$ cat config.mk
export PLATFORM = sky130hd
export DESIGN_NAME = robsmult_n
export DESIGN_NICKNAME = d
export VERILOG_FILES = /design/src/rtl/robsmult_n.sv
export SDC_FILE = /design/constraint.sdc
export NUM_CORES = 1
export LEC_CHECK = 0
export ABC_CLOCK_PERIOD_IN_PS = 2800
export CAP_MARGIN = 20
export CORE_UTILIZATION = 50
export CTS_BUF_LIST = sky130_fd_sc_hd__clkbuf_4
export DETAILED_ROUTE_END_ITERATION = 6
export PLACE_DENSITY = 0.78
export SKIP_LAST_GASP = 1
export SYNTH_ARGS = -nofsm -noshare
export SYNTH_HDL_FRONTEND = slang
export SYNTH_SLANG_ARGS = --single-unit
$ cat constraint.sdc
create_clock -name clk -period 2.8 [get_ports clk]
set_clock_uncertainty 0.2 [all_clocks]
set_input_delay 0.42 -clock clk [delete_from_list [all_inputs] [get_ports clk]]
set_output_delay 0.42 -clock clk [all_outputs]
set_load 0.1 [all_outputs]
$ cat src/rtl/robsmult_n.sv
// Iterative Robertson shift-add multiplier: one partial-product step per clock,
// per-operation signed/unsigned mode, start/busy/done handshake.
module robsmult_n #(
  parameter int unsigned WIDTH = 8
) (
  input  logic               clk,
  input  logic               reset,
  input  logic               start,
  input  logic               signed_mode,
  input  logic [WIDTH-1:0]   multiplier,
  input  logic [WIDTH-1:0]   multiplicand,
  output logic               busy,
  output logic               done,
  output logic [2*WIDTH-1:0] product
);

  localparam int unsigned CntW = $clog2(WIDTH);

  typedef enum logic [1:0] {StIdle, StRun, StDone} state_e;

  state_e             state_q, state_d;
  logic [WIDTH:0]     a_q, a_d;
  logic [WIDTH-1:0]   x_q, x_d;
  logic [WIDTH-1:0]   y_q, y_d;
  logic               mode_q, mode_d;
  logic [CntW-1:0]    count_q, count_d;
  logic [2*WIDTH-1:0] product_q, product_d;

  logic [WIDTH:0]     y_ext;
  logic [WIDTH:0]     addend;
  logic [WIDTH:0]     sum;
  logic               last;

  always_comb begin
    y_ext  = {mode_q & y_q[WIDTH-1], y_q};
    addend = x_q[0] ? y_ext : '0;
    last   = (count_q == '0);
    // The multiplier sign bit carries negative weight, so the final step subtracts.
    sum    = (last && mode_q) ? (a_q - addend) : (a_q + addend);
  end

  always_comb begin
    state_d   = state_q;
    a_d       = a_q;
    x_d       = x_q;
    y_d       = y_q;
    mode_d    = mode_q;
    count_d   = count_q;
    product_d = product_q;
    case (state_q)
      StIdle: begin
        if (start) begin
          state_d = StRun;
          y_d     = multiplicand;
          x_d     = multiplier;
          mode_d  = signed_mode;
          a_d     = '0;
          count_d = CntW'(WIDTH - 1);
        end
      end
      StRun: begin
        // Unsigned: sum[WIDTH] is a carry that becomes a[WIDTH-1]; A's top bit stays zero.
        a_d     = {mode_q & sum[WIDTH], sum[WIDTH:1]};
        x_d     = {sum[0], x_q[WIDTH-1:1]};
        count_d = count_q - 1'b1;
        if (last) begin
          state_d   = StDone;
          product_d = {a_d[WIDTH-1:0], x_d};
        end
      end
      StDone: begin
        state_d = StIdle;
      end
      default: begin
        state_d = StIdle;
      end
    endcase
  end

  always_ff @(posedge clk) begin
    if (reset) begin
      state_q   <= StIdle;
      a_q       <= '0;
      x_q       <= '0;
      y_q       <= '0;
      mode_q    <= 1'b0;
      count_q   <= '0;
      product_q <= '0;
    end else begin
      state_q   <= state_d;
      a_q       <= a_d;
      x_q       <= x_d;
      y_q       <= y_d;
      mode_q    <= mode_d;
      count_q   <= count_d;
      product_q <= product_d;
    end
  end

  assign busy    = (state_q != StIdle);
  assign done    = (state_q == StDone);
  assign product = product_q;

endmodule

==> run metrics <==
Placer Congestion=0.873; Worst Max-Slew Pin Slew=722 ps; number of DRC violations after detailed-routing iteration 0=140; Cells after Synth=311; register bit total from synthesis=47; antenna violations before repair=0; count of port buffers added during placement=37; Critical Path RT=2880 ps; cell type contributing the most total cell area after synthesis=sky130_fd_sc_hd__dfxtp_1; Hold Path Depth=2; capture point of the worst reg-to-reg path=product[14]; net switching share of the total power=0.367; count of synthesis-stage warnings from yosys=0; sort of element at the end of the critical path=flop; Net Count, Synth=343; post-route fraction of the period consumed by the critical path=1.02; Worst Min Path Start=product[5]; most frequent standard cell in the layout excluding fill and tap cells=sky130_fd_sc_hd__nand2_1; Congestion Overflow GR=0; sequential cell fraction of total power=0.347; clock tree root driver cell=sky130_fd_sc_hd__clkbuf_4; power spent charging and discharging nets=819 uW; CTS tree=done; worst IR drop on VDD=0.451 mV; Startpoint Class=flop; CTS Hold Buffers Added=0; GRT Overall Usage=0.254; fin nets=405; mux share of post-synthesis cell area=0; time the worst path needs with I/O delays and setup=2840 ps; post-synth design cell area=2400 um2; Die X-Extent=71.3 um; first-pass GRT wire length=10200 um; Setup WS post-layout=-44.8 ps; maximum capacitance violations=0; area share of the largest cell type after synthesis=0.392; maximum operating frequency=352 MHz; Worst-Skew Late Latency=360 ps; post-route ant nets=0; library cells used by synthesis=45; share of the yosys chip area belonging to registers=0.392; Critical Path Fanout Max=3; Crit path arrival time=2920 ps; filler cell count=351; via/cell ratio=5.66; reg-to-reg startpoint=count_q[0]; Static Leakage=0.00132 uW; end point of the most critical hold path=product[5]; hpwl dp=4070 um; Crit Path Class=flop to flop; number of enable flip-flop cells after synthesis=0; Reg2Reg Depth=14; number of placement rows=24; setup repair after global routing missed its margin=true; total negative slack=-75.6 ps; number of endpoints failing setup at the final stage=2; synth-to-layout area growth=35.2%; post-synthesis area per instance=7.72 um2; run status=finished, violations left; Residual DRC=2; main area contributors after synthesis=sky130_fd_sc_hd__dfxtp_1 39%, sky130_fd_sc_hd__nand2_1 11%, sky130_fd_sc_hd__a21oi_1 7.1%; register-to-register setup slack=-40 ps; fraction of layout instances using a drive strength above 1=0.254; series of cell instances along the critical path=inv_2 -> ha_4 -> and3b_2 -> nor2_4 -> nor2_2 -> a31oi_1 -> o21ai_1 -> ha_1 -> buf_6 -> nand3_2 -> nand2_2 -> o211a_1 -> or2_4 -> o311ai_4; worst-case headroom to the max-slew limit=0.518; failing checks=DRC, setup timing; final hold violations=0; highest-delay cell along the critical path=sky130_fd_sc_hd__dfxtp_2; Logic pwr share=0.426; routed wire length=6270 um; IO Count=38; Adder-Cell Fraction of Synth Area=0.0657; dominant synthesized flop cell=sky130_fd_sc_hd__dfxtp_1; Compound-Gate Fraction of Synth Area=0.191; number of levels the H-tree was split into=2; wire per inst=14.7 um; Die Height=71.3 um; floorplan die area=5080 um2; internal power=1410 uW; total via count in the routed design=2410; number of buffers added by the clock tree synthesis step=5; clock input transition at the sequential cells of the worst setup and hold paths=140 ps; commonest non-fill, non-tap cells in the layout=70 x sky130_fd_sc_hd__nand2_1, 51 x sky130_fd_sc_hd__buf_4, 44 x sky130_fd_sc_hd__dfxtp_1; CP max stage delay=350 ps; dominant combinational cell family by area after synthesis=simple AND/OR/NAND/NOR gates; power share of the clock group=0.227; Pwr per Cell Area=688 nW/um2; number of diodes=0; post-synthesis async set-or-reset flop share=0; first-pass detailed-route iteration total=6; largest net degree at the start of global routing=55; Max Root-Sink Buffers=2; fraction of synthesized cell area in xor and xnor cells=0.0328; final max-slew violation count=0; CTS Sinks=47; vias in the first global route=2272; Starting Density=0.536; path category of the worst min-delay check=flop to flop; DP Worst Slack=-245 ps; simple logic cell fraction of the synthesized area=0.275; start point of the critical path=count_q[0]; core outline area=4470 um2
[metrics by stage]
step / hold slack (ps) / cell area [um2] / util / power, uW / std cells
2_1_floorplan: 245 / 2420 / - / 1310 / 311
3_3_place_gp: 243 / 2940 / 0.657 / 1510 / 410
3_5_place_dp: 250 / 2940 / 0.657 / 1530 / 410
4_1_cts: 268 / 3170 / 0.708 / 2160 / 424
5_1_grt: 287 / 3250 / 0.725 / 2340 / 426
6_report: 263 / 3250 / 0.725 / 2230 / 426
[cells in the mapped netlist (2+ instances only)]
cell and n:
sky130_fd_sc_hd__a211oi_1 3, sky130_fd_sc_hd__a21oi_1 34, sky130_fd_sc_hd__a311oi_1 7, sky130_fd_sc_hd__clkbuf_1 14
sky130_fd_sc_hd__dfxtp_1 47, sky130_fd_sc_hd__ha_1 11, sky130_fd_sc_hd__inv_1 8, sky130_fd_sc_hd__nand2_1 71
sky130_fd_sc_hd__nand2b_1 5, sky130_fd_sc_hd__nand3_1 11, sky130_fd_sc_hd__nand3b_1 2, sky130_fd_sc_hd__nand4b_1 3
sky130_fd_sc_hd__nor2_1 32, sky130_fd_sc_hd__nor2b_1 5, sky130_fd_sc_hd__nor3_1 4, sky130_fd_sc_hd__o21a_1 2
sky130_fd_sc_hd__o21ai_0 10, sky130_fd_sc_hd__o311ai_0 4, sky130_fd_sc_hd__or2_2 3, sky130_fd_sc_hd__or3_1 2
sky130_fd_sc_hd__or4b_2 2, sky130_fd_sc_hd__xnor2_1 5, sky130_fd_sc_hd__xor2_1 4
[final cells by class]
type                            count  area, um2  area share
Inverter                            8       30.0     0.00925
Clock inverter                      2       60.1      0.0185
Timing Repair Buffer               72        596       0.184
Multi-Input combinational cell    239       1510       0.464
Clock buffer                        6       45.0      0.0139
Sequential cell                    47        945       0.291
Tap cell                           52       65.1      0.0200
[routing by layer]
| layer | share of wire | GRT usage |
|---|---|---|
| met5 | 0 | 0 |
| met1 | 0.42 | 0.319 |
| met2 | 0.51 | 0.438 |
| met3 | 0.040 | 0.0366 |
| met4 | 0.021 | 0.107 |
[power by group through the flow]
stage	registers (uW)	clock network (uW)	logic [uW]
2_1_floorplan	875	0	430
3_3_place_gp	785	0	721
3_5_place_dp	786	0	739
4_1_cts	773	510	879
5_1_grt	782	544	1020
6_report	775	506	951
[timing repair]
action	CTS	global route
setup buffers	6	2
pin swaps	10	10
endpoints found under the setup margin	8	11
gates resized for setup	27	13
[worst max-delay path: cells and delay by family (launching register included)]
family                     cells  cell delay [ps]
and+or+nand+nor                6              810
buffers and inverters          2              190
adders and majority gates      2              500
AOI/OAI and AO/OA              4              710
DFF                            1              350
[worst max path at each step]
stage	end	slack (ps)	depth (start not counted)
2_1_floorplan	a_q[5]	-110	12
3_3_place_gp	a_q[6]	-160	12
3_5_place_dp	a_q[6]	-240	12
4_1_cts	product[14]	-40	13
5_1_grt	product[14]	-160	14
6_report	product[14]	-40	14
[cell families (layout without fill, tap and decap cells)]
logic type	count (synthesis)	count (layout)
flip-flops	47	47
buffers and inverters	25	88
AO/OA/AOI/OAI	72	72
AND/OR/NAND/NOR	146	146
XOR/XNOR	9	9
adder cells (fa/ha/maj)	12	12
[registers in the layout, summed over array words and instances, names as in the netlist]
register	count
y_q	8
product	16
mode_q	1
count_q	3
state_q	2
x_q	8
a_q	9
(Power assumes the default switching activity.)
